<file path="src/rtl/pic_command_sequencer.sv">
// ============================================================================
// Module   : pic_command_sequencer
// Purpose  : 8259A-style ICW/OCW command front end and status read-back path.
// Revision : 1.0 - initial release
// ============================================================================
`default_nettype none

module pic_command_sequencer #(
    parameter int NUM_IRQ = 8
) (
    input  logic               clk,
    input  logic               reset_bar,
    input  logic               chip_select_bar,
    input  logic               read_bar,
    input  logic               write_bar,
    input  logic               A0,
    input  logic [7:0]         data_in,
    output logic [7:0]         data_out,
    output logic               data_out_en,
    input  logic [NUM_IRQ-1:0] irr_in,
    input  logic [NUM_IRQ-1:0] isr_in,
    input  logic [7:0]         poll_word_in,
    output logic               init_done,
    output logic               ltim,
    output logic               single,
    output logic               ic4,
    output logic [4:0]         vector_base,
    output logic [7:0]         cascade_cfg,
    output logic               upm,
    output logic               aeoi,
    output logic               ms,
    output logic               buf_mode,
    output logic               sfnm,
    output logic [NUM_IRQ-1:0] imr,
    output logic               ocw2_valid,
    output logic [2:0]         ocw2_cmd,
    output logic [2:0]         ocw2_level,
    output logic               special_mask,
    output logic               poll_req
);

    typedef enum logic [2:0] {
        ST_UNINIT    = 3'd0,
        ST_WAIT_ICW2 = 3'd1,
        ST_WAIT_ICW3 = 3'd2,
        ST_WAIT_ICW4 = 3'd3,
        ST_READY     = 3'd4
    } state_t;

    state_t             state_q, state_d;
    logic               wr_prev_q, wr_prev_d;
    logic               rd_prev_q, rd_prev_d;
    logic               ltim_q, ltim_d;
    logic               single_q, single_d;
    logic               ic4_q, ic4_d;
    logic [4:0]         vector_base_q, vector_base_d;
    logic [7:0]         cascade_cfg_q, cascade_cfg_d;
    logic               upm_q, upm_d;
    logic               aeoi_q, aeoi_d;
    logic               ms_q, ms_d;
    logic               buf_mode_q, buf_mode_d;
    logic               sfnm_q, sfnm_d;
    logic [NUM_IRQ-1:0] imr_q, imr_d;
    logic               ocw2_valid_q, ocw2_valid_d;
    logic [2:0]         ocw2_cmd_q, ocw2_cmd_d;
    logic [2:0]         ocw2_level_q, ocw2_level_d;
    logic               special_mask_q, special_mask_d;
    logic               poll_req_q, poll_req_d;
    logic               read_isr_q, read_isr_d;
    logic               poll_pend_q, poll_pend_d;
    logic               poll_rd_q, poll_rd_d;
    logic [7:0]         data_out_q, data_out_d;
    logic               data_out_en_q, data_out_en_d;

    logic               wr_act, rd_act, wr_acc, rd_acc;
    logic [7:0]         imr_ext, irr_ext, isr_ext;

    // A simultaneous read is suppressed so the write always wins.
    assign wr_act = ~chip_select_bar & ~write_bar;
    assign rd_act = ~chip_select_bar & ~read_bar & write_bar;
    assign wr_acc = wr_act & ~wr_prev_q;
    assign rd_acc = rd_act & ~rd_prev_q;

    always_comb begin
        imr_ext                = '0;
        irr_ext                = '0;
        isr_ext                = '0;
        imr_ext[NUM_IRQ-1:0]   = imr_q;
        irr_ext[NUM_IRQ-1:0]   = irr_in;
        isr_ext[NUM_IRQ-1:0]   = isr_in;

        state_d        = state_q;
        wr_prev_d      = wr_act;
        rd_prev_d      = rd_act;
        ltim_d         = ltim_q;
        single_d       = single_q;
        ic4_d          = ic4_q;
        vector_base_d  = vector_base_q;
        cascade_cfg_d  = cascade_cfg_q;
        upm_d          = upm_q;
        aeoi_d         = aeoi_q;
        ms_d           = ms_q;
        buf_mode_d     = buf_mode_q;
        sfnm_d         = sfnm_q;
        imr_d          = imr_q;
        ocw2_valid_d   = 1'b0;
        ocw2_cmd_d     = ocw2_cmd_q;
        ocw2_level_d   = ocw2_level_q;
        special_mask_d = special_mask_q;
        poll_req_d     = 1'b0;
        read_isr_d     = read_isr_q;
        poll_pend_d    = poll_pend_q;
        poll_rd_d      = poll_rd_q;
        data_out_d     = data_out_q;
        data_out_en_d  = rd_acc | (data_out_en_q & rd_act);

        // A served poll stays pending until its read strobe ends.
        if (data_out_en_q && !rd_act) begin
            poll_rd_d = 1'b0;
            if (poll_rd_q) begin
                poll_pend_d = 1'b0;
            end
        end

        if (rd_acc) begin
            if (poll_pend_q && !A0) begin
                data_out_d = poll_word_in;
                poll_rd_d  = 1'b1;
            end else if (A0) begin
                data_out_d = imr_ext;
            end else begin
                data_out_d = read_isr_q ? isr_ext : irr_ext;
            end
        end

        if (wr_acc) begin
            if (!A0 && data_in[4]) begin
                ltim_d         = data_in[3];
                single_d       = data_in[1];
                ic4_d          = data_in[0];
                imr_d          = '0;
                cascade_cfg_d  = 8'h00;
                upm_d          = 1'b0;
                aeoi_d         = 1'b0;
                ms_d           = 1'b0;
                buf_mode_d     = 1'b0;
                sfnm_d         = 1'b0;
                special_mask_d = 1'b0;
                read_isr_d     = 1'b0;
                poll_pend_d    = 1'b0;
                poll_rd_d      = 1'b0;
                state_d        = ST_WAIT_ICW2;
            end else begin
                case (state_q)
                    ST_WAIT_ICW2: begin
                        if (A0) begin
                            vector_base_d = data_in[7:3];
                            if (!single_q)   state_d = ST_WAIT_ICW3;
                            else if (ic4_q)  state_d = ST_WAIT_ICW4;
                            else             state_d = ST_READY;
                        end
                    end
                    ST_WAIT_ICW3: begin
                        if (A0) begin
                            cascade_cfg_d = data_in;
                            state_d       = ic4_q ? ST_WAIT_ICW4 : ST_READY;
                        end
                    end
                    ST_WAIT_ICW4: begin
                        if (A0) begin
                            upm_d      = data_in[0];
                            aeoi_d     = data_in[1];
                            ms_d       = data_in[2];
                            buf_mode_d = data_in[3];
                            sfnm_d     = data_in[4];
                            state_d    = ST_READY;
                        end
                    end
                    ST_READY: begin
                        if (A0) begin
                            imr_d = data_in[NUM_IRQ-1:0];
                        end else if (!data_in[3]) begin
                            ocw2_valid_d = 1'b1;
                            ocw2_cmd_d   = data_in[7:5];
                            ocw2_level_d = data_in[2:0];
                        end else begin
                            if (data_in[1]) read_isr_d     = data_in[0];
                            if (data_in[6]) special_mask_d = data_in[5];
                            if (data_in[2]) begin
                                poll_req_d  = 1'b1;
                                poll_pend_d = 1'b1;
                            end
                        end
                    end
                    default: ;
                endcase
            end
        end
    end

    // Edge-history flops reset high so a strobe held across reset is not accepted.
    always_ff @(posedge clk or negedge reset_bar) begin
        if (!reset_bar) begin
            state_q        <= ST_UNINIT;
            wr_prev_q      <= 1'b1;
            rd_prev_q      <= 1'b1;
            ltim_q         <= 1'b0;
            single_q       <= 1'b0;
            ic4_q          <= 1'b0;
            vector_base_q  <= 5'd0;
            cascade_cfg_q  <= 8'h00;
            upm_q          <= 1'b0;
            aeoi_q         <= 1'b0;
            ms_q           <= 1'b0;
            buf_mode_q     <= 1'b0;
            sfnm_q         <= 1'b0;
            imr_q          <= '0;
            ocw2_valid_q   <= 1'b0;
            ocw2_cmd_q     <= 3'd0;
            ocw2_level_q   <= 3'd0;
            special_mask_q <= 1'b0;
            poll_req_q     <= 1'b0;
            read_isr_q     <= 1'b0;
            poll_pend_q    <= 1'b0;
            poll_rd_q      <= 1'b0;
            data_out_q     <= 8'h00;
            data_out_en_q  <= 1'b0;
        end else begin
            state_q        <= state_d;
            wr_prev_q      <= wr_prev_d;
            rd_prev_q      <= rd_prev_d;
            ltim_q         <= ltim_d;
            single_q       <= single_d;
            ic4_q          <= ic4_d;
            vector_base_q  <= vector_base_d;
            cascade_cfg_q  <= cascade_cfg_d;
            upm_q          <= upm_d;
            aeoi_q         <= aeoi_d;
            ms_q           <= ms_d;
            buf_mode_q     <= buf_mode_d;
            sfnm_q         <= sfnm_d;
            imr_q          <= imr_d;
            ocw2_valid_q   <= ocw2_valid_d;
            ocw2_cmd_q     <= ocw2_cmd_d;
            ocw2_level_q   <= ocw2_level_d;
            special_mask_q <= special_mask_d;
            poll_req_q     <= poll_req_d;
            read_isr_q     <= read_isr_d;
            poll_pend_q    <= poll_pend_d;
            poll_rd_q      <= poll_rd_d;
            data_out_q     <= data_out_d;
            data_out_en_q  <= data_out_en_d;
        end
    end

    assign data_out     = data_out_q;
    assign data_out_en  = data_out_en_q;
    assign init_done    = (state_q == ST_READY);
    assign ltim         = ltim_q;
    assign single       = single_q;
    assign ic4          = ic4_q;
    assign vector_base  = vector_base_q;
    assign cascade_cfg  = cascade_cfg_q;
    assign upm          = upm_q;
    assign aeoi         = aeoi_q;
    assign ms           = ms_q;
    assign buf_mode     = buf_mode_q;
    assign sfnm         = sfnm_q;
    assign imr          = imr_q;
    assign ocw2_valid   = ocw2_valid_q;
    assign ocw2_cmd     = ocw2_cmd_q;
    assign ocw2_level   = ocw2_level_q;
    assign special_mask = special_mask_q;
    assign poll_req     = poll_req_q;

endmodule

`default_nettype wire

</file>
<file path="config.mk">
export PLATFORM = sky130hd
export DESIGN_NAME = pic_command_sequencer
export DESIGN_NICKNAME = d
export VERILOG_FILES = /design/src/rtl/pic_command_sequencer.sv
export SDC_FILE = /design/constraint.sdc
export NUM_CORES = 1
export LEC_CHECK = 0
export CAP_MARGIN = 20
export CORE_MARGIN = 1
export CORE_UTILIZATION = 48
export DETAILED_ROUTE_END_ITERATION = 10
export GPL_ROUTABILITY_DRIVEN = 0
export PLACE_DENSITY_LB_ADDON = 0.2
export SLEW_MARGIN = 15
export SYNTH_ARGS = -nofsm -noshare
export SYNTH_HDL_FRONTEND = slang
export SYNTH_SLANG_ARGS = --single-unit
</file>
<file path="constraint.sdc">
create_clock -name clk -period 3.2 [get_ports clk]
set_input_delay 0.64 -clock clk [delete_from_list [all_inputs] [get_ports clk]]
set_output_delay 0.64 -clock clk [all_outputs]
set_load 0.05 [all_outputs]
</file>
==> impl_metrics.json, run 1 <==
{
  "synth-main-ff-cell": "dfrtp_1",
  "gr-usage-all-layers_pct": 23.69,
  "finalInstanceArea_mm2": 0.003481,
  "slew_headroom_pct": 44.94,
  "fin_skew_ns": 0.004748,
  "start_kind": "flip-flop",
  "ctsResizeCount": 0,
  "nets": 324,
  "cp_max_fo": 9,
  "dr.pass1.iters": 4,
  "cts_tree": "done",
  "synth_top_area_share_pct": 53.64,
  "hold_violations": 0,
  "synth_edf_count": 0,
  "maxCapViolCount": 0,
  "rr_startpoint": "state_q[0]$_DFFE_PN0P_",
  "yosysMostFrequentCell": "dfrtp_1",
  "status": "finished, final reports clean",
  "synth_area_leaders": "dfrtp_1 (54%), a22o_1 (10%), mux2_2 (9.6%)",
  "grtUsageMet1_pct": 31.47,
  "cts_buffers": 5,
  "setup_viol": 0,
  "n_antenna_cell": 0,
  "critical_path_class": "reg -> out",
  "wl_per_cell_um": 17.03,
  "required_ns": 2.56,
  "p_sw_mw": 1.161,
  "cts_htree_levels": 2,
  "clock_latency_ns": 0.31,
  "route.detailed.drc": 0,
  "fin_crit_sh_pct": 81.52,
  "core_area_mm2": 0.004848,
  "slew_violations": 0,
  "drive_gt1_share_pct": 16.03,
  "antenna_found_initial": 0,
  "fmax_mhz": 383.4,
  "clk_path_buf_depth": 2,
  "internal-power_mw": 1.537,
  "die-width_um": 73.77,
  "tightestPinTransition_ns": 0.8258,
  "area_delta_synth_final_pct": 40.79,
  "path_buf_inv": 2,
  "cts_hold_buf": 0,
  "wl_um": 6028,
  "ios": 86,
  "root_buffer": "clkbuf_8",
  "crit_chain": "nor2_2 -> nand2_4 -> clkinv_2 -> clkdlybuf4s50_1",
  "vias_per_cell": 5.718,
  "pwr-share-clk_pct": 14.9,
  "grt_pass1_wl_um": 9673,
  "busiest_layer": "met2",
  "grt_pass1_vias": 1994,
  "rsz0062_at_grt": "no",
  "die_h_um": 73.77,
  "grt-ovfl-total": 0,
  "cp_top_family": "buffers and inverters",
  "ys_async_sr_fraction_pct": 100.0,
  "holdCritPathClass": "in -> async",
  "fillers": 349,
  "multi_input_area_mm2": 0.001020,
  "p_sw_share_pct": 43.04,
  "drt_iter0_markers": 124,
  "grt_max_degree": 39,
  "cp-end-kind": "primary output",
  "min_period_ns": 2.609,
  "regArea_mm2": 0.001379,
  "cpPeakStageDelay_ns": 0.81,
  "arrival_ns": 1.97,
  "crit_start": "state_q[0]$_DFFE_PN0P_",
  "dp_hpwl_um": 4265,
  "ys_seq_area_share_pct": 55.77,
  "use_met2_pct": 38.84,
  "synthTopCellsByCount": "dfrtp_1 (53), a22o_1 (29), mux2_2 (21)",
  "vdd_drop_max_uv": 574.3,
  "post_cts_buffers": 0,
  "leakagePower_nw": 1.467,
  "powerDensity_mw_per_mm2": 775.3,
  "synth_top_area_cell": "dfrtp_1",
  "num_rows": 25,
  "seq_power_share_pct": 37.4,
  "p_comb_share_pct": 47.7,
  "cts.sinks": 55,
  "vias": 2024,
  "tns_ns": 0,
  "synth_nets": 240,
  "portBuffers": 85,
  "grt_use_met3_pct": 5.350,
  "ys_ff_latch": 55,
  "start_util_pct": 50.99,
  "ys_types": 39,
  "ys.warnings.count": 0,
  "syn_area_mm2": 0.002472,
  "syn_avg_cell_area_um2": 12.24,
  "die-area_mm2": 0.005442,
  "placed_cell_area_mm2": 0.003382,
  "path_clk_slew_ns": 0.09,
  "crit_slowest_cell": "clkdlybuf4s50_1",
  "postRouteAntennaNets": 0,
  "syn_inst": 202
}
[area by class of cell]
type / instances / share of cell area (%)
Inverter: 4 / 0.4673
Multi-Input combinational cell: 130 / 29.30
Tap cell: 67 / 2.408
Sequential cell: 55 / 39.61
Timing Repair Buffer: 90 / 25.38
Clock buffer: 6 / 2.372
Clock inverter: 2 / 0.4673
[layout by cell type (no fill, tap or decap), types with 3 or more instances in the layout]
cell,instances
a21oi_1,13
a222oi_1,8
a22o_1,29
buf_4,5
clkbuf_8,6
clkdlybuf4s50_1,84
dfrtp_1,53
inv_1,3
mux2_2,21
nand2_1,9
nand2b_1,3
nor2_1,11
nor2b_1,3
o21ai_0,4
[per-layer routing]
metal | routed length, µm | part of all wire, % | vias up
li1 | - | - | 934
met1 | 2685 | 45 | 998
met2 | 2901 | 48 | 86
met3 | 392 | 6.5 | 6
met4 | 48 | 0.80 | 0
met5 | 0 | 0 | -
[cell families (layout without fill, tap and decap cells)]
group	Yosys count	after routing	share of synthesized area (%)
simple gates	43	43	10.93
compound gates	65	65	20.29
mux	22	22	10.02
flops	55	55	55.77
buf+inv	17	102	2.985
[metrics by stage]
step / hold slack, ns / util (%) / worst slack (ns) / power (mW) / cells
finish: 0.4244 / 71.79 / 0.5915 / 2.699 / 354
global route: 0.4778 / 71.79 / 0.5045 / 2.830 / 354
CTS: 0.4426 / 71.79 / 0.5806 / 2.714 / 354
detailed placement: 0.4804 / 69.75 / 0.6012 / 2.304 / 346
global placement: 0.4729 / 69.75 / 0.6333 / 2.289 / 346
floorplan: 0.3444 / - / 1.429 / 1.847 / 202
[state kept, by name, indices dropped and copies added (netlist names), 3 cells and up]
register	flops
cascade_cfg	8
ocw2_level	3
ocw2_cmd	3
vector_base	5
state_q	3
data_out	8
imr	8
[worst reg2reg max path, delay by kind of cell (launching register included)]
kind                   cells  cell delay, ns
and+or+nand+nor            4            0.81
buffers and inverters      1            0.12
DFF                        1            0.45
muxes                      1            0.41
[final timing paths]
path | endpoint | slack (ns) | cells past startpoint
worst max-delay path | init_done | 0.59 | 4
worst min-delay path | data_out_en$_DFF_PN0_ | 0.42 | 1
worst max register to register | ocw2_level[1]$_DFFE_PN0P_ | 1.32 | 6
worst min register to register | ocw2_cmd[1]$_DFFE_PN0P_ | 0.51 | 1
max in group asynchronous | ocw2_level[0]$_DFFE_PN0P_ | 2.04 | 2
min in group clk | ocw2_cmd[1]$_DFFE_PN0P_ | 0.51 | 1
[power by group through the flow]
| stage | registers [mW] | logic [mW] | clock network [mW] |
|---|---|---|---|
| after floorplan | 1.51 | 0.334 | 0 |
| after global placement | 1.02 | 1.27 | 0 |
| after detailed placement | 1.01 | 1.29 | 0 |
| after CTS | 1.01 | 1.29 | 0.412 |
| after global routing | 1.03 | 1.35 | 0.448 |
| final | 1.01 | 1.29 | 0.402 |
Note: power is estimated with default switching activity, not from simulation.
==> run 2: changes to the inputs <==
- CORE_UTILIZATION: 48 -> 41
- clock period: 3.2 -> 2.34 ns (I/O delays scaled with it)
==> run 2 against run 1 <==
Total power grew 40%. Worst setup slack worse by 0.29 ns. Clock power increased by 57%. Sequential power grew 37%. First-iteration DRC count down 0.81%. Via count shrank 0.79%. Wire length increased by 1.2%. Die area is 17% higher. Register-to-register slack lost 0.79 ns. Sequential cell count did not move. Largest power group unchanged.
==> impl_metrics.json, run 2 (synthesis gave the netlist of run 1 again) <==
{
  "final_cell_mix": "clkdlybuf4s50_1 (83), dfrtp_1 (53), a22o_1 (29), mux2_2 (21), a21oi_1 (13)",
  "path_buf_inv": 1,
  "die-width_um": 79.66,
  "leakagePower_nw": 1.503,
  "grt_pass1_wl_um": 9929,
  "rsz0062_at_grt": "no",
  "nets": 328,
  "drive_gt1_share_pct": 17.53,
  "gr-usage-all-layers_pct": 20.66,
  "clk_path_buf_depth": 2,
  "setup_ws_ns": 0.3018,
  "grt-ovfl-total": 0,
  "pre_cts_slack_ns": -0.004367,
  "post_cts_buffers": 0,
  "dp_hpwl_um": 4349,
  "start_util_pct": 43.82,
  "fmax_mhz": 490.6,
  "path_clk_slew_ns": 0.10,
  "postRouteAntennaNets": 0,
  "cp_max_fo": 4,
  "critical_path_class": "reg -> out",
  "cp_top_family": "buffers and inverters",
  "wl_um": 6103,
  "vdd_drop_max_uv": 599.7,
  "arrival_ns": 1.57,
  "required_ns": 1.87,
  "regArea_mm2": 0.001379,
  "die_h_um": 79.66,
  "powerDensity_mw_per_mm2": 1065,
  "grt_max_degree": 56,
  "dr.pass1.iters": 4,
  "cts_htree_levels": 2,
  "vias": 2008,
  "cts.sinks": 55,
  "wl_per_cell_um": 16.81,
  "antenna_found_initial": 0,
  "n_antenna_cell": 0,
  "cpPeakStageDelay_ns": 0.83,
  "route.detailed.drc": 0,
  "crit_slowest_cell": "clkdlybuf4s50_1",
  "finalInstanceArea_mm2": 0.003541,
  "fin_skew_ns": 0.008664,
  "fillers": 468,
  "ios": 86,
  "slew_headroom_pct": 55.22,
  "cts_tree": "done",
  "cts_hold_buf": 0,
  "tightestPinTransition_ns": 0.6703,
  "start_kind": "flip-flop",
  "holdCritPathClass": "in -> async",
  "cp-end-kind": "primary output",
  "slew_violations": 0,
  "grt_pass1_vias": 1938,
  "die-area_mm2": 0.006345,
  "hold_violations": 0,
  "clock_latency_ns": 0.32,
  "fin_cells": 363,
  "layout_commonest_cell": "clkdlybuf4s50_1",
  "setup_viol": 0,
  "vias_per_cell": 5.532,
  "root_buffer": "clkbuf_8",
  "multi_input_area_mm2": 0.001020,
  "placed_cells_incl_taps": 355,
  "area_delta_synth_final_pct": 43.22,
  "drt_iter0_markers": 123,
  "ctsResizeCount": 0,
  "num_rows": 27,
  "placed_cell_area_mm2": 0.003428,
  "crit_chain": "clkdlybuf4s50_1",
  "fin_crit_sh_pct": 87.10,
  "min_period_ns": 2.038,
  "portBuffers": 85,
  "cts_buffers": 5,
  "status": "finished, final reports clean",
  "maxCapViolCount": 0,
  "core_area_mm2": 0.005642
}
-- run 2: changes by cell type in the layout (fill, tap and decap cells not counted) --
cell	change
buf_12	+1
clkbuf_8	-1
buf_4	+4
clkinv_2	+1
clkinvlp_4	-1
bufinv_16	+1
clkdlybuf4s50_1	-1
-- run 2: per-stage QoR --
stage / hold slack (ns) / power, mW / TNS [ns] / utilization (%)
final: 0.1349 / 3.771 / 0 / 62.76
after global routing: 0.1476 / 3.958 / 0 / 62.76
after CTS: 0.1425 / 3.796 / 0 / 62.76
after detailed placement: 0.4830 / 3.158 / -0.01981 / 60.77
after global placement: 0.4810 / 3.136 / 0 / 60.77
after floorplan: 0.1724 / 2.526 / 0 / -
-- run 2: final cells by class --
class / instances / area share, %
inverter: 4 / 0.4594
sequential: 55 / 38.94
multi-input combinational: 130 / 28.80
clock inverter: 3 / 1.237
clock buffer: 5 / 1.943
timing repair buffer: 94 / 26.08
tap: 72 / 2.544
-- run 2: worst paths after layout --
check / from / end / slack [ns] / cells past startpoint
min in group clk: cascade_cfg[4]$_DFFE_PN0P_ / cascade_cfg[4]$_DFFE_PN0P_ / 0.51 / 1
hold reg to reg: cascade_cfg[4]$_DFFE_PN0P_ / cascade_cfg[4]$_DFFE_PN0P_ / 0.51 / 1
max in group asynchronous: reset_bar / wr_prev_q$_DFF_PN1_ / 1.90 / 2
hold / removal: reset_bar / data_out[0]$_DFFE_PN0N_ / 0.13 / 2
setup reg to reg: state_q[0]$_DFFE_PN0P_ / ocw2_level[0]$_DFFE_PN0P_ / 0.53 / 6
setup / recovery: imr[5]$_DFFE_PN0P_ / imr[5] / 0.30 / 1
-- run 2: worst register-to-register path: cells and delay by family, from the launching register on --
kind | cells | cell delay, ns
buffers and inverters | 1 | 0.12
AND/OR/NAND/NOR | 4 | 0.76
multiplexers | 1 | 0.39
flip-flops | 1 | 0.45
-- run 2: where the power goes --
part / switching (mW) / internal (mW) / leakage, nW
Clock: 0.311 / 0.319 / 0.0581
Combinational: 1.08 / 0.683 / 0.780
Sequential: 0.195 / 1.18 / 0.665
Total: 1.59 / 2.18 / 1.50
-- run 2: routing by layer --
| metal | GRT usage, % | wire (µm) |
|---|---|---|
| met5 | 0 | 0 |
| met4 | 5.455 | 60 |
| met3 | 5.943 | 539 |
| met2 | 31.62 | 2639 |
| met1 | 28.58 | 2864 |
==> run 3: changes to the inputs <==
- CTS_CLUSTER_DIAMETER: unset -> 80
==> results of run 3 <==
Same layout as run 2: the final DEF is identical, and so are final timing and power.
==> patch 1, RTL diff (flow settings as in run 2) <==
Re-encode `state_t` (5 states) as one-hot, 5 bits wide.
--- a/src/rtl/pic_command_sequencer.sv
+++ b/src/rtl/pic_command_sequencer.sv
@@ -40,10 +40,10 @@
 );
 
-    typedef enum logic [2:0] {
-        ST_UNINIT    = 3'd0,
-        ST_WAIT_ICW2 = 3'd1,
-        ST_WAIT_ICW3 = 3'd2,
-        ST_WAIT_ICW4 = 3'd3,
-        ST_READY     = 3'd4
+    typedef enum logic [4:0] {
+        ST_UNINIT    = 5'b00001,
+        ST_WAIT_ICW2 = 5'b00010,
+        ST_WAIT_ICW3 = 5'b00100,
+        ST_WAIT_ICW4 = 5'b01000,
+        ST_READY     = 5'b10000
     } state_t;
 
Function: same outputs for any inputs over 10 cycles, from zero or initial values and one cycle with reset_bar low; not proved beyond that.
==> patch 1 against run 2 <==
Power decreased by 5.5%. Via count is 22% higher. Worst setup slack got worse by 160 ps. Cell area grew 11%. Sequential cell count rose by 2. Area after synthesis grew 10%. Synthesized cell count is 34% higher. Wire length is 24% higher. Critical endpoint is now init_done. Largest cell class unchanged.
==> patch 1: results (changes against run 2) <==
Pwr
  – Leak Pwr: 1.70 nW (was 1.50 nW)
  – VDD IR max: 0.000527 V (was 0.000600 V)
  – Sw frac: 0.394 (was 0.421)

Global route
  – Grt total ovfl: 0 (unchanged)
  – First-pass GRT wire length: 12.1 mm (was 9.93 mm)
  – Gr usage total: 0.224 (was 0.207)
  – Largest net degree at the start of global routing: 30 (was 56)
  – Initial antenna violation count: 0 (unchanged)
  – Vias in the first global route: 2,279 (was 1,938)

Worst setup path
  – Reg2Reg Depth: 4 (was 6)
  – RR Endpoint: cascade_cfg[6] (was ocw2_level[0])
  – Worst Setup SP: state_q[1] (was imr[5])
  – Flop2flop setup slack: 280 ps (was 530 ps)
  – Crit-path max FO: 9 (was 4)
  – Worst path arrival time: 1730 ps (was 1570 ps)

Yosys
  – Syn nets: 309 (was 240)
  – Dominant cells by area after synthesis: dfrtp_1 (50%), nand2_1 (9.2%), o221ai_1 (5.1%), mux2i_1 (3.7%), mux2_2 (3.3%) (was dfrtp_1 (54%), a22o_1 (10%), mux2_2 (9.6%), a222oi_1 (3.2%), a21oi_1 (2.6%))
  – Synth Warn #: 0 (unchanged)
  – Synth cell types: 41 (was 39)
  – Fraction of registers with async set or reset after synthesis: 1.00 (unchanged)
  – Most instantiated cells after synthesis: nand2_1 (67), dfrtp_1 (54), nor2_1 (16), o221ai_1 (16), o21ai_0 (15) (was dfrtp_1 (53), a22o_1 (29), mux2_2 (21))
  – Seq/Total Area, Yosys: 0.524 (was 0.558)

Placed design
  – Hpwl dp: 5.57 mm (was 4.35 mm)
  – PortBufs: 85 (unchanged)
  – Placement Setup Slack: 36.0 ps (was -4.37 ps)

Clocking
  – # Post-CTS Setup Buffers: 0 (unchanged)
  – H-tree Lvls: 3 (was 2)
  – Root Driver: clkbuf_8 (unchanged)
  – Clock latency on the worst-skew pair: 340 ps (was 320 ps)
  – CTS Buf Count: 9 (was 5)
  – Clk buf depth: 2 (unchanged)
  – Clock transition at path regs: 60 ps (was 100 ps)

Route
  – Routed via count: 2,441 (was 2,008)
  – DRT iter0 DRCs: 152 (was 123)
  – Drt wl/cell: 16.8 um (about the same)

STA
  – Worst Skew: 4.86 ps (was 8.66 ps)
  – Slew Limit Headroom: 0.641 (was 0.552)
  – Final min period: 2200 ps (was 2040 ps)

Cells and area
  – Final #Nets: 405 (was 328)
  – Share of cells above drive strength 1: 0.156 (was 0.175)

Outcome
  – Status: finished, final reports clean (unchanged)

Hold path
  – HP Class: in -> async (unchanged)
-- patch 1: cell count changes in the layout (fill, tap and decap cells not counted), sizes merged, moves of 4 or more --
cell    delta
o221ai    +16
nand2     +56
inv        +4
a31oi      +6
o21ai     +11
a22o      -29
a222oi     -8
mux2       -8
buf        +7
mux2i     +10
clkbuf     +9
a21oi      -7
-- patch 1: worst max path at each step --
stage / endpoint
2_1_floorplan: init_done
3_3_place_gp: ocw2_cmd[1]
3_5_place_dp: ocw2_cmd[2]
4_1_cts: init_done
5_1_grt: init_done
6_report: init_done
-- patch 1: kinds of logic (layout without fill, tap and decap cells) --
| group | after synthesis | after routing | share of synthesized area |
|---|---|---|---|
| AOI/OAI and AO/OA | 59 | 59 | 0.149 |
| xor gates and xnor gates | 1 | 1 | 0.00321 |
| buffers and inverters | 23 | 124 | 0.0353 |
| DFF | 57 | 57 | 0.524 |
| muxes | 24 | 24 | 0.103 |
| and+or+nand+nor | 107 | 107 | 0.186 |
-- patch 1: power by group through the flow --
stage	logic, mW	registers (mW)	clock network (mW)
after global routing	1.46	1.32	0.942
after floorplan	0.361	1.81	0
after detailed placement	1.38	1.32	0
after CTS	1.39	1.30	0.900
after global placement	1.36	1.31	0
final	1.38	1.30	0.882
-- patch 1: through the flow --
stage               utilization  cell area [um2]  hold WS (ps)  power, mW  std cells
floorplan                     -             2730           172       2.17        271
global placement          0.586             3740           363       2.68        433
detailed placement        0.586             3740           375       2.70        433
CTS                       0.616             3940          3.24       3.59        449
global route              0.616             3940          14.4       3.72        449
finish                    0.616             3940          10.3       3.56        449
-- patch 1: cell type report --
class | count | area [um2]
fill | 569 | 2450
sequential | 57 | 1430
multi-input combinational | 191 | 1200
timing repair buffer | 101 | 988
clock buffer | 14 | 183
tap | 77 | 96.3
inverter | 7 | 26.3
clock inverter | 2 | 10.0
-- patch 1: layer usage --
metal	vias to the layer above	wire (um)	track usage
met3	8	444	0.0574
li1	1162	-	-
met2	83	3510	0.334
met5	-	0	0
met1	1188	3500	0.311
met4	0	96	0.0894
-- patch 1: critical path: stages (launching register included) --
cell and delay [ps]:
dfrtp_1 470, nor4_4 400, and2_2 350, buf_12 170
==> patch 2, RTL diff (config.mk and constraints of run 2) <==
Without the edit above. Set the parameter `NUM_IRQ` to 4 (it was 8).
--- a/src/rtl/pic_command_sequencer.sv
+++ b/src/rtl/pic_command_sequencer.sv
@@ -7,5 +7,5 @@
 
 module pic_command_sequencer #(
-    parameter int NUM_IRQ = 8
+    parameter int NUM_IRQ = 4
 ) (
     input  logic               clk,
Interface: changed (resized imr, irr_in and isr_in); port bits go from 86 to 74. The function was not compared with the original's and may differ.
==> patch 2 against run 2 <==
First-iteration DRC count is 5.7% lower. Hold slack worse by 7.3 ps. Wire length is 4.9% lower. Worst setup slack got worse by 72 ps. Power down 11%. Combinational power shrank 13%. Utilization shrank 2.4 points. Area after synthesis fell by 2.0%. Via count down 4.5%. Cell area shrank 4.3%. Sequential cell count is 4 lower. Critical path type unchanged. Critical endpoint is now ic4.
==> patch 2: results (changes against run 2) <==
Cells and area
  – Nonclk buf count: 88 (was 94)
  – Final clock-cell share: 0.0292 (was 0.0318)
  – #MultiIn Comb: 131 (was 130)
  – Sequential cell area share: 0.378 (was 0.389)
  – Filler Cells Inserted: 485 (was 468)
  – Clock buffer count: 6 (was 5)
  – Antenna diodes: 0 (unchanged)
  – Share of cells above drive strength 1: 0.182 (was 0.175)
  – Inverters excl. clock: 13 (was 4)
  – Buffering overhead: 0.250 (was 0.261)
  – Final #Nets: 320 (was 328)
  – Share of cell area taken by multi-input logic gates: 0.302 (was 0.288)

Pwr
  – Net Switching: 1.43 mW (was 1.59 mW)
  – VDD IR max: 0.000697 V (was 0.000600 V)
  – Leak Pwr: 1.45 nW (was 1.50 nW)
  – Comb pwr: 1.54 mW (was 1.76 mW)
  – Sequential power: 1.29 mW (was 1.38 mW)

Worst setup path
  – CP max stage delay: 860 ps (was 830 ps)
  – Crit Reg-Reg Startpoint: wr_prev_q (was state_q[0])
  – Reg2Reg Depth: 3 (was 6)
  – Crit-path max FO: 7 (was 4)
  – Worst path arrival time: 1640 ps (was 1570 ps)
  – Top Family by Delay on Critical Path: buffers and inverters (unchanged)

STA
  – Worst Skew: 9.97 ps (was 8.66 ps)
  – Slew @ Worst Pin: 577 ps (was 670 ps)

Yosys
  – Syn nets: 239 (was 240)
  – Synth Register Bits: 51 (was 55)
  – Syn Area/Cell: 11.6 um2 (was 12.2 um2)
  – Dominant cells by area after synthesis: dfrtp_1 (51%), mux2_2 (6.0%), mux2_4 (3.1%), a22o_1 (2.9%), o2bb2ai_1 (2.5%) (was dfrtp_1 (54%), a22o_1 (10%), mux2_2 (9.6%), a222oi_1 (3.2%), a21oi_1 (2.6%))
  – Area share of fa/ha/maj cells after synthesis: 0 (unchanged)
  – Multiplexer share of the synthesized area: 0.116 (was 0.100)
  – Synth cell types: 47 (was 39)
  – Compound-cell area share of the yosys netlist: 0.166 (was 0.203)
  – Seq/Total Area, Yosys: 0.528 (was 0.558)
  – Most instantiated cells after synthesis: dfrtp_1 (49), inv_1 (13), mux2_2 (13) (was dfrtp_1 (53), a22o_1 (29), mux2_2 (21))

Route
  – Routed via count: 1,917 (was 2,008)
  – Vias per cell: 5.28 (was 5.53)
  – DRT iter0 DRCs: 116 (was 123)
  – Drt wl/cell: 16.0 um (was 16.8 um)

Outcome
  – Status: finished, final reports clean (unchanged)

Placed design
  – Placed cells: 355 (unchanged)
  – Hpwl dp: 4.32 mm (was 4.35 mm)
  – PortBufs: 73 (was 85)

Clocking
  – Clk buf depth: 2 (unchanged)
  – Clock latency on the worst-skew pair: 300 ps (was 320 ps)

Global route
  – Largest net degree at the start of global routing: 31 (was 56)
==> patch 2: metal layers <==
layer	part of all wire	track usage	up-vias	wire (um)
met5	0	0	-	0
met4	0.012	0.0800	0	70
met3	0.048	0.0391	4	280
met2	0.46	0.313	53	2670
met1	0.48	0.290	930	2790
li1	-	-	930	-
==> patch 2: how the worst max path moves through the flow <==
stage / start / slack, ps / endpoint
2_1_floorplan: write_bar / 200 / vector_base[0]
3_3_place_gp: write_bar / -5 / vector_base[3]
3_5_place_dp: write_bar / -20 / vector_base[0]
4_1_cts: ic4 / 210 / ic4
5_1_grt: ic4 / 180 / ic4
6_report: ic4 / 230 / ic4
==> patch 2: stage by stage <==
step,hold slack [ps],cell area [um2],worst slack [ps],util
3_3_place_gp,466,3290,-4.74,0.586
3_5_place_dp,479,3290,-17.3,0.586
5_1_grt,152,3390,176,0.604
2_1_floorplan,172,2430,197,-
4_1_cts,130,3390,215,0.604
6_report,128,3390,229,0.604
